`src/rtl/keypad_pkg.sv`:
```
// -----------------------------------------------------------------------------
// keypad_pkg
// Shared constants and helpers for the matrix keypad scanner.
//   clog2          : ceiling log2, usable in constant expressions
//   width_of       : clog2 with a floor of 1, for counters and index buses
//   row_onehot_low : one-hot active-low row pattern for row index r
//                    (MAX_ROWS bits wide; callers cast down to their ROWS)
// -----------------------------------------------------------------------------
package keypad_pkg;

    localparam int DEF_ROWS     = 4;
    localparam int DEF_COLS     = 4;
    localparam int DEF_SCAN_DIV = 60000;
    localparam int DEF_DEBOUNCE = 2;

    // Widest row bus row_onehot_low can produce.
    localparam int MAX_ROWS = 32;

    function automatic int clog2(input int value);
        int result;
        int v;
        result = 0;
        v      = value - 1;
        while (v > 0) begin
            result = result + 1;
            v      = v >> 1;
        end
        return result;
    endfunction

    function automatic int width_of(input int count);
        return (clog2(count) < 1) ? 1 : clog2(count);
    endfunction

    function automatic logic [MAX_ROWS-1:0] row_onehot_low(input int unsigned r);
        return ~(MAX_ROWS'(1) << r);
    endfunction

endpackage

```
`src/rtl/keypad_debounce_cell.sv`:
```
// -----------------------------------------------------------------------------
// keypad_debounce_cell
// Debounce filter for one key: a run-length counter of samples that disagree
// with the committed state, plus the state flop and its edge pulses.
// Ports:
//   clk, rst_n    : clock, asynchronous active-low reset
//   en            : one cycle per scan of this key's row (sample strobe)
//   sample        : raw column level for this key, active-low
//   state         : debounced level, 0 = pressed (resets to 1)
//   press_pulse   : 1 clk on a committed 1->0 transition
//   release_pulse : 1 clk on a committed 0->1 transition
// -----------------------------------------------------------------------------
module keypad_debounce_cell
    import keypad_pkg::*;
#(
    parameter int DEBOUNCE = DEF_DEBOUNCE
) (
    input  logic clk,
    input  logic rst_n,
    input  logic en,
    input  logic sample,
    output logic state,
    output logic press_pulse,
    output logic release_pulse
);

    localparam int CW = clog2(DEBOUNCE + 1);

    logic [CW-1:0] cnt;

    // NOTE: state flops use non-blocking assignments so every cell, and the
    // top-level registers, see the pre-edge values regardless of block order.
    always_ff @(posedge clk or negedge rst_n) begin
        if (!rst_n) begin
            cnt           <= '0;
            state         <= 1'b1;
            press_pulse   <= 1'b0;
            release_pulse <= 1'b0;
        end else begin
            // Pulses are single-cycle unless re-armed by a commit below.
            press_pulse   <= 1'b0;
            release_pulse <= 1'b0;
            if (en) begin
                if (sample == state) begin
                    // Any agreeing sample restarts the run, which is what
                    // rejects bounces.
                    cnt <= '0;
                end else if (cnt == CW'(DEBOUNCE - 1)) begin
                    // This sample would bring the run to DEBOUNCE: commit.
                    cnt           <= '0;
                    state         <= sample;
                    press_pulse   <= ~sample;
                    release_pulse <= sample;
                end else begin
                    cnt <= cnt + CW'(1);
                end
            end
        end
    end

endmodule

```
`src/rtl/matrix_keypad_scan.sv`:
```
// -----------------------------------------------------------------------------
// matrix_keypad_scan
// ROWS x COLS matrix keypad scanner. One row is driven low per scan slot of
// SCAN_DIV clocks; at the end of each slot the columns are sampled for that
// row and the row ring advances. Each key has its own debounce cell.
// Ports:
//   clk, rst_n  : clock, asynchronous active-low reset
//   col         : column inputs, active-low (0 = key closed on driven row)
//   row         : row drive, one-hot active-low
//   key_state   : debounced levels, bit i = 0 means key i pressed
//   key_press   : 1-clk pulse per key on a committed press
//   key_release : 1-clk pulse per key on a committed release
//   key_valid   : 1-clk pulse when at least one press is committed
//   key_code    : lowest newly pressed key index, held between key_valid
//   multi_key   : 1 while two or more keys are debounced-pressed
// Key index i = r*COLS + c. col is sampled only after a full slot of row
// settling; it should come from clean (board-filtered or synchronised) pins.
// ROWS must not exceed keypad_pkg::MAX_ROWS.
// -----------------------------------------------------------------------------
module matrix_keypad_scan
    import keypad_pkg::*;
#(
    parameter int ROWS     = DEF_ROWS,
    parameter int COLS     = DEF_COLS,
    parameter int SCAN_DIV = DEF_SCAN_DIV,
    parameter int DEBOUNCE = DEF_DEBOUNCE
) (
    input  logic                              clk,
    input  logic                              rst_n,
    input  logic [COLS-1:0]                   col,
    output logic [ROWS-1:0]                   row,
    output logic [ROWS*COLS-1:0]              key_state,
    output logic [ROWS*COLS-1:0]              key_press,
    output logic [ROWS*COLS-1:0]              key_release,
    output logic                              key_valid,
    output logic [width_of(ROWS*COLS)-1:0]    key_code,
    output logic                              multi_key
);

    localparam int NKEYS = ROWS * COLS;
    localparam int KW    = width_of(NKEYS);
    localparam int CNT_W = width_of(SCAN_DIV);
    localparam int RW    = width_of(ROWS);

    // ---------------------------------------------------------------------
    // Prescaler and row ring
    // ---------------------------------------------------------------------
    logic [CNT_W-1:0] cnt;
    logic [RW-1:0]    scan_idx;
    logic [RW-1:0]    scan_next;
    logic             tick;

    assign tick      = (cnt == CNT_W'(SCAN_DIV - 1));
    assign scan_next = (scan_idx == RW'(ROWS - 1)) ? '0 : scan_idx + RW'(1);

    // row is kept as its own register (rather than decoded from scan_idx) so
    // the pins never glitch during the index change.
    always_ff @(posedge clk or negedge rst_n) begin
        if (!rst_n) begin
            cnt      <= '0;
            scan_idx <= '0;
            row      <= ROWS'(row_onehot_low(0));
        end else if (tick) begin
            cnt      <= '0;
            scan_idx <= scan_next;
            row      <= ROWS'(row_onehot_low(32'(scan_next)));
        end else begin
            cnt <= cnt + CNT_W'(1);
        end
    end

    // ---------------------------------------------------------------------
    // Per-key debounce cells
    // ---------------------------------------------------------------------
    for (genvar r = 0; r < ROWS; r++) begin : g_row
        logic row_en;
        // Sample on the last cycle of this row's slot, before the ring moves.
        assign row_en = tick && (scan_idx == RW'(r));

        for (genvar c = 0; c < COLS; c++) begin : g_col
            keypad_debounce_cell #(
                .DEBOUNCE(DEBOUNCE)
            ) u_cell (
                .clk          (clk),
                .rst_n        (rst_n),
                .en           (row_en),
                .sample       (col[c]),
                .state        (key_state[r*COLS + c]),
                .press_pulse  (key_press[r*COLS + c]),
                .release_pulse(key_release[r*COLS + c])
            );
        end
    end

    // ---------------------------------------------------------------------
    // Encoder: key_press is already registered, so key_valid and a bypassed
    // key_code line up with the press pulses in the same cycle.
    // ---------------------------------------------------------------------
    logic [KW-1:0] lowest_press;
    logic [KW-1:0] code_q;

    // NOTE: every always_comb output gets a default before any condition,
    // otherwise a path that skips the assignment infers a latch.
    always_comb begin
        lowest_press = '0;
        for (int i = NKEYS - 1; i >= 0; i--) begin
            if (key_press[i]) begin
                lowest_press = KW'(i);
            end
        end
    end

    assign key_valid = |key_press;
    assign key_code  = key_valid ? lowest_press : code_q;

    always_ff @(posedge clk or negedge rst_n) begin
        if (!rst_n) begin
            code_q <= '0;
        end else begin
            code_q <= key_code;
        end
    end

    // ---------------------------------------------------------------------
    // Chord detect: saturating count of pressed keys, registered.
    // ---------------------------------------------------------------------
    logic seen_one;
    logic seen_two;

    always_comb begin
        seen_one = 1'b0;
        seen_two = 1'b0;
        for (int i = 0; i < NKEYS; i++) begin
            if (!key_state[i]) begin
                if (seen_one) begin
                    seen_two = 1'b1;
                end
                seen_one = 1'b1;
            end
        end
    end

    always_ff @(posedge clk or negedge rst_n) begin
        if (!rst_n) begin
            multi_key <= 1'b0;
        end else begin
            multi_key <= seen_two;
        end
    end

endmodule

```
`config.mk`:
```
export PLATFORM = sky130hd
export DESIGN_NAME = matrix_keypad_scan
export DESIGN_NICKNAME = d
export VERILOG_FILES = /design/src/rtl/keypad_pkg.sv /design/src/rtl/keypad_debounce_cell.sv /design/src/rtl/matrix_keypad_scan.sv
export SDC_FILE = /design/constraint.sdc
export NUM_CORES = 1
export LEC_CHECK = 0
export ABC_CLOCK_PERIOD_IN_PS = 2130
export BUFFER_PORTS_ARGS = -buffer_cell sky130_fd_sc_hd__buf_2
export CORE_ASPECT_RATIO = 1.5
export CORE_MARGIN = 5
export CORE_UTILIZATION = 50
export CTS_BUF_LIST = sky130_fd_sc_hd__clkbuf_2 sky130_fd_sc_hd__clkbuf_4 sky130_fd_sc_hd__clkbuf_8
export DETAILED_ROUTE_END_ITERATION = 10
export PLACE_DENSITY = 0.73
export SYNTH_ARGS = -nofsm -noshare
export SYNTH_HDL_FRONTEND = slang
export SYNTH_SLANG_ARGS = --single-unit
export TNS_END_PERCENT = 1
```
`constraint.sdc`:
```
create_clock -name clk -period 2.13 [get_ports clk]
set_input_delay 0.1065 -clock clk [delete_from_list [all_inputs] [get_ports clk]]
set_output_delay 0.1065 -clock clk [all_outputs]
set_load 0.01 [all_outputs]
```
==> summary.txt, run 1 <==
Run status
  – Status: complete, no violations

Placed design
  – HPWL after DPL: roughly 7700 um
  – Final GP Congestion: ~0.8
  – Input/output buffers: 63

Synthesis
  – Syn Nets: between 400 and 500
  – Mux cell area share after synthesis: roughly 5.4%
  – Compound-gate portion of the synthesized area: 7.27%
  – Dominant cells by area after synthesis: dfrtp_1 (42%), dfstp_2 (9.6%), buf_4 (6.9%)
  – Post-synth EDFFs: 0
  – Post-Syn Instances: 473
  – Synthesis Warnings: 0
  – Yosys top cell area share: ~42%
  – Largest family of logic cells by synthesized area: simple AND/OR/NAND/NOR gates
  – Count leader, synth: dfrtp_1
  – Ys async rst share: 100%
  – Synthesized cell area: 5220 um^2
  – Seq cells post-synth: ~110
  – Yosys top cell by area: dfrtp_1
  – Synth top cells by count: dfrtp_1 (88), nand2_1 (57), nor2_1 (50)
  – Synthesized-area fraction occupied by and/or/nand/nor cells: 22.7%
  – Avg Cell Area, Syn: about 11 um^2
  – XOR/XNOR share of the synthesized area: approximately 2.2%
  – Seq/Total Area, Yosys: 51.8%
  – Count of cell types in the netlist: between 50 and 60
  – Synth Area in Adders: under 10%
  – Main synth FF type: dfrtp_1

Drt
  – DR DRC count: 0
  – Via count: 3405
  – Met3 wire length: roughly 430 um
  – Met2 wire length: around 5500 um
  – Metal-1 WL: a little under 4000 um
  – Number of DRC markers in iteration 0: ~110
  – Vias per std cell: between 5 and 6
  – WL final: 10100 um
  – Drt pass-1 iters: 4
  – Top Metal Used: met5
  – WL per Instance: between 15 and 20 um
  – Antenna-violating nets left: 0

STA
  – Hold slack: roughly 75 ps
  – Post-Route Setup TNS: 0 ps
  – Unrepaired setup endpoints after global routing: no
  – Worst slew pin tran: a little over 500 ps
  – Worst clock skew: 7.79 ps
  – Final setup fails: 0
  – Hold Fails Final Rpt: 0
  – Slew headroom: about 65%
  – Maximum clock rate: around 490 MHz
  – Fin crit period: between 2000 and 2500 ps
  – Final Max Slew Viols: 0
  – Final period util: between 90% and 100%

Power and ir drop
  – Final Power: between 3 and 4 mW
  – PwrDens: slightly above 600 nW/um^2
  – Worst VDD drop: 0.380 mV
  – Leakage power: 2.68 nW

Critical path
  – WP data arrival: 2360 ps
  – Cell depth of the worst setup path: 6
  – Critical Path RT: ~2500 ps
  – WS Path Type: register to register
  – R2R cell count: 6
  – CP delay by family, top: simple AND/OR/NAND/NOR gates
  – CP Buf/Inv Count: 1
  – CP Cell Sequence: or3b_4 > nor4_4 > buf_4 > and2_4 > nand3b_4 > mux2_4
  – Slowest CP cell: or3b_4
  – Crit-path max FO: 8
  – Slowest stage delay, CP: roughly 430 ps
  – Crit path capture: g_row[2].g_col[2].u_cell.state
  – Worst Setup SP: cnt[7]
  – R2R Setup Slk: 90 ps
  – Reg2reg start: cnt[7]
  – Terminus of the critical flop-to-flop path: g_row[2].g_col[2].u_cell.state
  – Critical path capture point type: register
  – Startpoint Class: register

Floorplan
  – Die width: slightly above 90 um
  – Core Box Area: ~10000 um^2
  – Full die area: between 10000 and 15000 um^2
  – Top Ports: 64
  – Rows: 45
  – Die H: 135 um
  – Starting Density: ~51%

Clock tree
  – Clock-pin slew on the worst setup and hold paths: about 100 ps
  – Clk Latency, worst-skew pair: 380 ps
  – Clock buffer depth: 2
  – H-tree depth: 3
  – Inserted Clock Buffers: 9
  – CTS tree: built
  – Sink Count: between 100 and 150
  – Clock Tree Root: clkbuf_8

Global routing
  – First-pass GRT wire length: approximately 16000 um
  – Total gr overflow: 0
  – Initial antenna violation count: 1
  – Largest net degree at the start of global routing: just over 40
  – Vias in the first global route: 3348
  – Total track usage: between 10% and 20%

Final layout
  – Util after Layout: a little under three fifths
  – # diodes: 0
  – P&R area growth vs syn: 8.87%
  – Ratio of cells with drive above 1 in the final layout: approximately 30%
  – Post-layout nets: between 500 and 600

Hold path
  – Worst min path class: input port to register

Run
  – Max_cap viols: 0
==> how the worst min path moves through the flow <==
stage / cells past startpoint / endpoint / from / slack (ps)
2_1_floorplan: 0 / cnt[0] / rst_n / -190
3_3_place_gp: 1 / g_row[1].g_col[2].u_cell.release_pulse / rst_n / 120
3_5_place_dp: 1 / g_row[1].g_col[0].u_cell.cnt[1] / rst_n / 120
4_1_cts: 3 / g_row[3].g_col[3].u_cell.release_pulse / col[3] / 60
5_1_grt: 3 / g_row[2].g_col[3].u_cell.release_pulse / col[3] / 80
6_report: 3 / g_row[2].g_col[3].u_cell.release_pulse / col[3] / 80
==> area by class of cell <==
cell class | instances | area, um^2
Multi-Input combinational cell | 298 | 2110
Fill cell | 882 | 4510
Clock inverter | 6 | 50.0
Clock buffer | 10 | 131
Tap cell | 141 | 176
Timing Repair Buffer | 78 | 470
Sequential cell | 107 | 2700
Inverter | 12 | 45.0
==> power by group <==
group / internal [mW] / total [mW] / switching, mW
registers: 2.06 / 2.09 / 0.0310
logic: 0.0632 / 0.162 / 0.0989
clock network: 0.453 / 1.17 / 0.721
total: 2.58 / 3.43 / 0.851
==> cell families after synthesis <==
kind of cell	count (synthesis)
mux	21
xor+xnor	13
buf+inv	68
flops	107
fa+ha+maj	8
compound gates	60
simple gates	196
==> per-stage QoR <==
stage / std cells / cell area [um^2] / setup WS (ps)
after floorplan: 473 / 5220 / 131
after global placement: 634 / 5430 / 129
after detailed placement: 634 / 5430 / 75.2
after CTS: 651 / 5630 / 17.6
after global routing: 652 / 5680 / 5.55
final: 652 / 5680 / 87.4
==> worst register-to-register path: stages, from the launching register on <==
cell	delay (ps)
dfrtp_1	390
or3b_4	430
nor4_4	310
buf_4	190
and2_4	240
nand3b_4	110
mux2_4	300
==> routing by layer <==
layer | up-vias | GRT usage, %
met4 | 2 | 7.33
met3 | 19 | 4.18
met2 | 62 | 29.9
met5 | - | 0
met1 | 1691 | 18.9
li1 | 1631 | -
==> flip-flops by register name (all words and copies together) (netlist names), 2 cells and up <==
name                              count
scan_idx                              2
g_row.g_col.u_cell.cnt               32
g_row.g_col.u_cell.state             16
cnt                                  16
code_q                                4
g_row.g_col.u_cell.release_pulse     16
row                                   4
g_row.g_col.u_cell.press_pulse       16
==> cells in the final DEF (no fill, tap or decap), types with 7 or more instances in the layout <==
cell | synthesis | routed
dfrtp_1 | 88 | 88
dfstp_2 | 19 | 19
buf_4 | 48 | 12
mux2_4 | 12 | 12
o21ai_0 | 7 | 7
nand2b_1 | 30 | 30
nand3b_4 | 12 | 12
xnor2_1 | 7 | 7
clkbuf_8 | 0 | 9
mux2_1 | 7 | 7
o21a_1 | 17 | 17
nor2_1 | 50 | 50
buf_2 | 0 | 62
a21oi_1 | 23 | 22
inv_1 | 12 | 12
nand3_1 | 9 | 8
nand2_1 | 57 | 57
==> timing repair <==
item / CTS / global route
resized for setup: 2 / 7
hold buffers: 1 / 0
endpoints found under the setup margin: 2 / 10
endpoints found under the hold margin: 30 / 0
cloned: 0 / 0
pin swaps: 0 / 1
buffers inserted: 0 / 1
Power figures use the tool's default switching activity.
==> run 2, diff against run 1 <==
ABC_CLOCK_PERIOD_IN_PS = 2180   (was 2130)
PLACE_DENSITY = 0.7   (was 0.73)
clock period = 2.18 ns   (was 2.13 ns; I/O delays follow)
==> run 2 against run 1 <==
  * Wire length is 0.37% higher
  * Final area shrank 0.33%
  * Worst hold slack improved by 32 ps
  * Critical path depth unchanged
  * Non-clock buffer count fell by 6
  * Core utilization is 0.18 points lower
  * Largest power group unchanged
==> summary.txt, run 2 (synthesis results as in run 1) <==
Power and ir drop
  – PwrDens: 625 nW/um^2 (+3.4%)
  – Worst VDD drop: 0.305 mV (-20%)
  – Leakage power: 2.66 nW (-0.80%)

Run
  – Max_cap viols: 0 (unchanged)

Floorplan
  – Rows: 45 (unchanged)
  – Die width: 93.4 um (unchanged)
  – Top Ports: 64 (unchanged)
  – Full die area: 12600 um^2 (unchanged)
  – Die H: 135 um (unchanged)
  – Core Box Area: 10200 um^2 (unchanged)
  – Starting Density: 51.2% (unchanged)

Clock tree
  – Sink Count: 107 (unchanged)
  – Clock buffer depth: 2 (unchanged)
  – CTS tree: built
  – Clock-pin slew on the worst setup and hold paths: 100 ps (about the same)
  – Post-CTS Repair Setup Buffers: 0 (unchanged)
  – Clock Tree Root: clkbuf_8
  – Clk Latency, worst-skew pair: 370 ps (about the same)
  – H-tree depth: 3 (unchanged)
  – Inserted Clock Buffers: 9 (unchanged)

STA
  – Final Max Slew Viols: 0 (unchanged)
  – Worst clock skew: 16.9 ps (+9.12 ps)
  – Post-Route Setup TNS: 0 ps (unchanged)
  – Maximum clock rate: 475 MHz (-3.0%)
  – Fin crit period: 2110 ps (+64.2 ps)
  – Unrepaired setup endpoints after global routing: yes
  – Hold slack: 107 ps (+32.1 ps)
  – Final period util: 96.6% (+0.75 points)
  – Slew headroom: 70.8% (+5.4 points)
  – Post-route setup slack: 73.2 ps (-14.2 ps)
  – Final setup fails: 0 (unchanged)
  – Hold Fails Final Rpt: 0 (unchanged)
  – Worst slew pin tran: 434 ps (-84.1 ps)

Critical path
  – WP data arrival: 2410 ps (+50 ps)
  – Cell depth of the worst setup path: 6 (unchanged)
  – Startpoint Class: register
  – Critical Path RT: 2480 ps (+30 ps)
  – Critical path capture point type: register
  – WS Path Type: register to register
  – CP Cell Sequence: or3b_4 > nor4_4 > and2_1 > buf_12 > nand3b_4 > mux2_4
  – CP Buf/Inv Count: 1 (unchanged)
  – Reg2reg start: cnt[7]
  – Slowest CP cell: or3b_4
  – Crit-path max FO: 8 (unchanged)
  – R2R Setup Slk: 70 ps (about the same)
  – Slowest stage delay, CP: 450 ps (+20 ps)
  – CP delay by family, top: simple AND/OR/NAND/NOR gates
  – R2R cell count: 6 (unchanged)
  – Worst Setup SP: cnt[7]

Final layout
  – Util after Layout: 55.6% (-0.18 points)
  – Ratio of cells with drive above 1 in the final layout: 28.7% (-1.0 points)
  – Post-layout nets: 512 (-1.2%)
  – Max reg flops: 32 (unchanged)
  – Commonest non-fill, non-tap cell in the layout: dfrtp_1
  – # diodes: 0 (unchanged)
  – P&R area growth vs syn: 8.51%
  – Final Instance Area: 5660 um^2 (-0.33%)
  – Commonest non-fill, non-tap cells in the layout: dfrtp_1 (88), buf_2 (62), nand2_1 (57)
  – Biggest register: g_row.g_col.u_cell.cnt

Drt
  – Metal-1 WL: 3990 um (+0.25%)
  – DR DRC count: 0 (unchanged)
  – Number of DRC markers in iteration 0: 141 (+29%)
  – Via count: 3342 (-1.9%)
  – Antenna-violating nets left: 0 (unchanged)
  – Vias per std cell: 5.17 (-0.94%)
  – Met3 wire length: 343 um (-20%)
  – WL per Instance: 15.7 um (+1.3%)
  – Met2 wire length: 5630 um (+3.2%)
  – Top Metal Used: met5
  – Drt pass-1 iters: 4 (unchanged)
  – WL final: 10100 um (+0.37%)

Run status
  – Status: complete, no violations

Global routing
  – Total gr overflow: 0 (unchanged)
  – Largest net degree at the start of global routing: 54 (+32%)
  – Total track usage: 17.1% (+0.24 points)
  – Initial antenna violation count: 1 (unchanged)
  – Vias in the first global route: 3425 (+2.3%)
  – First-pass GRT wire length: 16600 um (+0.92%)

Placed design
  – DP Worst Slack: 30.4 ps (-44.8 ps)
  – Final GP Congestion: 0.825 (+0.27%)
  – Placed instance area: 5390 um^2 (-0.69%)
  – HPWL after DPL: 7770 um (+0.57%)
  – Input/output buffers: 63 (unchanged)

Hold path
  – Worst min path class: input port to register
  – Worst hold stages: 3 (unchanged)
  – Hold Startpoint: col[3]
==> run 2: cell type report <==
| class | instances | area, um^2 |
|---|---|---|
| Clock buffer | 10 | 138 |
| Clock inverter | 6 | 86.3 |
| Fill cell | 862 | 4530 |
| Inverter | 12 | 45.0 |
| Multi-Input combinational cell | 298 | 2090 |
| Sequential cell | 107 | 2700 |
| Tap cell | 141 | 176 |
| Timing Repair Buffer | 72 | 425 |
==> run 2: power breakdown <==
| group | leakage [nW] | internal [mW] | total [mW] | switching (mW) |
|---|---|---|---|---|
| Combinational | 1.21 | 0.0606 | 0.156 | 0.0959 |
| Clock | 0.113 | 0.678 | 1.33 | 0.656 |
| Sequential | 1.34 | 2.02 | 2.05 | 0.0305 |
| Total | 2.66 | 2.75 | 3.54 | 0.782 |
==> run 2: path summary, 6_finish.rpt <==
| check | endpoint |
|---|---|
| max | g_row[0].g_col[1].u_cell.state |
| min | g_row[0].g_col[3].u_cell.release_pulse |
| max reg2reg | g_row[0].g_col[1].u_cell.state |
| min reg2reg | cnt[0] |
| max in group asynchronous | row[3] |
| min in group asynchronous | g_row[0].g_col[3].u_cell.cnt[1] |
==> run 2: what timing repair did <==
action	CTS	global route
endpoints found under the setup margin	0	17
hold endpoints to repair	30	0
hold buffers	1	0
resized for setup	0	7
==> run 2: worst reg2reg max path, stage by stage, from the launching register on <==
cell and delay (ps):
dfrtp_1 440, or3b_4 450, nor4_4 380, and2_1 230
buf_12 150, nand3b_4 90, mux2_4 300
==> run 2: per-stage QoR <==
stage / std cells / total power, mW
4_1_cts: 646 / 3.58
6_report: 646 / 3.54
5_1_grt: 646 / 3.68
3_5_place_dp: 629 / 2.24
2_1_floorplan: 473 / 2.17
3_3_place_gp: 629 / 2.24
==> run 2: layer usage <==
| metal | global-route usage [%] | up-vias |
|---|---|---|
| met5 | 0 | - |
| met4 | 7.09 | 2 |
| met3 | 3.79 | 15 |
| met2 | 31.1 | 62 |
| met1 | 18.9 | 1657 |
| li1 | - | 1606 |
==> run 3, diff against run 2 <==
SETUP_SLACK_MARGIN = 0.2   (was unset)
==> run 3 against run 2 <==
  * Sequential power is essentially flat
  * Final cell count increased by 0.46%
  * Global-route usage shrank 0.24 points
  * Largest power group unchanged
  * Via count decreased by 0.57%
  * Critical endpoint is now key_code[1]
  * Clock skew barely moved
  * Critical path depth fell by 1
  * Non-clock buffer count is 3 higher
  * First-iteration DRC count shrank 19%
==> summary.txt, run 3 (synthesis results as in run 1) <==
Critical path
  – Terminus of the critical flop-to-flop path: g_row[2].g_col[3].u_cell.state
  – Critical Path RT: 2070 ps (-410 ps)
  – WS Path Type: register to output pin
  – CP Cell Sequence: o31ai_1 > a211oi_1 > o31ai_1 > o2bb2ai_2 > buf_2
  – Crit-path max FO: 4 (-4)
  – Startpoint Class: register
  – WP data arrival: 1880 ps (-530 ps)
  – Reg2reg start: cnt[8]
  – Slowest CP cell: dfrtp_1
  – R2R cell count: 6 (unchanged)
  – Critical path capture point type: output pin
  – Crit path top cell by count: o31ai_1
  – CP delay by family, top: compound AO/OA/AOI/OAI gates
  – Slowest stage delay, CP: 460 ps (about the same)
  – Worst Setup SP: g_row[3].g_col[1].u_cell.press_pulse
  – CP Buf/Inv Count: 1 (unchanged)
  – R2R Setup Slk: 200 ps (+130 ps)

Drt
  – Vias per std cell: 5.12 (-1.0%)
  – WL per Instance: 15.4 um (-1.5%)
  – Drt pass-1 iters: 4 (unchanged)
  – Antenna-violating nets left: 0 (unchanged)
  – WL final: 10000 um (-1.1%)
  – DR DRC count: 0 (unchanged)
  – Via count: 3323 (-0.57%)
  – Number of DRC markers in iteration 0: 114 (-19%)

Floorplan
  – Core Box Area: 10200 um^2 (unchanged)
  – Full die area: 12600 um^2 (unchanged)
  – Top Ports: 64 (unchanged)
  – Die H: 135 um (unchanged)
  – Starting Density: 51.2% (unchanged)
  – Die width: 93.4 um (unchanged)
  – Rows: 45 (unchanged)

Final layout
  – Post-layout nets: 515 (+0.59%)
  – # diodes: 0 (unchanged)
  – Commonest non-fill, non-tap cells in the layout: dfrtp_1 (86), buf_2 (62), nand2_1 (57)
  – P&R area growth vs syn: 8.90%
  – Util after Layout: 55.8% (+0.20 points)
  – Max reg flops: 32 (unchanged)
  – Fill cell count: 867 (+0.58%)
  – Biggest register: g_row.g_col.u_cell.cnt
  – Ratio of cells with drive above 1 in the final layout: 30.1% (+1.4 points)
  – Commonest non-fill, non-tap cell in the layout: dfrtp_1

Run
  – Max_cap viols: 0 (unchanged)

STA
  – Final period util: 91.3% (-5.3 points)
  – Slew headroom: 71.7% (+0.85 points)
  – Hold Fails Final Rpt: 0 (unchanged)
  – Worst slew pin tran: 421 ps (-12.7 ps)
  – Unrepaired setup endpoints after global routing: yes
  – Final Max Slew Viols: 0 (unchanged)
  – Post-Route Setup TNS: 0 ps (unchanged)
  – Maximum clock rate: 502 MHz (+5.9%)
  – Final setup fails: 0 (unchanged)
  – Fin crit period: 1990 ps (-117 ps)
  – Worst clock skew: 17.4 ps (+0.464 ps)

Run status
  – Status: complete, no violations

Clock tree
  – Clock buffer depth: 2 (unchanged)
  – Clk Latency, worst-skew pair: 380 ps (about the same)
  – CTS tree: built
  – H-tree depth: 3 (unchanged)
  – Inserted Clock Buffers: 9 (unchanged)
  – Clock-pin slew on the worst setup and hold paths: 110 ps (about the same)
  – Sink Count: 107 (unchanged)
  – Clock Tree Root: clkbuf_8

Global routing
  – First-pass GRT wire length: 16500 um (-0.33%)
  – Initial antenna violation count: 0 (-1)
  – GRT met3 Usage: 3.73% (-0.056 points)
  – Vias in the first global route: 3388 (-1.1%)
  – Largest net degree at the start of global routing: 54 (unchanged)
  – Total gr overflow: 0 (unchanged)
  – Grt peak-use layer: met2
  – Total track usage: 16.8% (-0.24 points)
  – M2 GR Usage: 30.4% (-0.68 points)
  – Met1 Track Usage GR: 18.8% (-0.13 points)

Placed design
  – Final GP Congestion: 0.834 (+1.2%)
  – Input/output buffers: 63 (unchanged)
  – HPWL after DPL: 7640 um (-1.6%)

Power and ir drop
  – Worst VDD drop: 0.331 mV (+8.5%)
  – Leakage power: 2.66 nW (about the same)
  – PwrDens: 590 nW/um^2 (-5.5%)

Hold path
  – Worst min path class: input port to register
  – Hold EP: g_row[0].g_col[3].u_cell.release_pulse
  – Worst hold stages: 3 (unchanged)
  – Hold Startpoint: col[3]
run 3: cell types whose count changed in the layout (fill, tap and decap cells not counted), moves of 2 or more:
| cell | before | now |
|---|---|---|
| dfrtp_1 | 88 | 86 |
| buf_4 | 6 | 9 |
| bufinv_16 | 2 | 0 |
| dfrtp_2 | 0 | 2 |
run 3: layout make-up:
class,count,area (um^2),area share (%)
timing repair buffer,75,448,7.88
clock buffer,10,138,2.42
tap,141,176,3.11
clock inverter,6,48.8,0.859
inverter,12,45.0,0.793
multi-input combinational,298,2120,37.3
sequential,107,2700,47.6
run 3: what timing repair did:
item,4_1_cts,5_1_grt
hold buffers,1,0
gates resized for setup,7,7
setup buffers,1,2
setup endpoints to repair,6,23
pin swaps,1,2
hold endpoints to repair,29,0
run 3: per-stage QoR:
step	instances	hold WS [ps]	setup WS (ps)	cell area [um^2]	power [mW]
after floorplan	473	-187	242	5220	2.17
after global placement	629	59.7	184	5390	2.24
after detailed placement	629	70.7	145	5390	2.24
after CTS	647	65.7	183	5630	3.40
after global routing	649	95.9	42.8	5680	3.49
final	649	84.2	190	5680	3.35
run 3: report_power, final:
part,internal [mW],switching [mW]
logic,0.0606,0.0959
registers,2.02,0.0302
clock network,0.458,0.691
total,2.53,0.817
run 3: metal layers:
metal  vias to the layer above  part of all wire [%]  routed length [um]
met5                         -                     0                   0
met4                         0                   2.6                 262
met3                        18                   4.2                 421
met2                        60                    54                5440
met1                      1638                    39                3900
li1                       1607                     -                   -
run 3: worst max path at each step:
stage	to	slack (ps)	cells past startpoint
2_1_floorplan	g_row[0].g_col[0].u_cell.state	240	6
3_5_place_dp	g_row[2].g_col[2].u_cell.state	140	7
3_3_place_gp	g_row[2].g_col[3].u_cell.state	180	6
5_1_grt	key_code[1]	40	5
6_report	key_code[1]	190	5
4_1_cts	key_code[1]	180	5
run 3: worst min-delay path: stages:
cell,delay (ps)
buf_2,170
nand2b_1,110
nor2_1,40
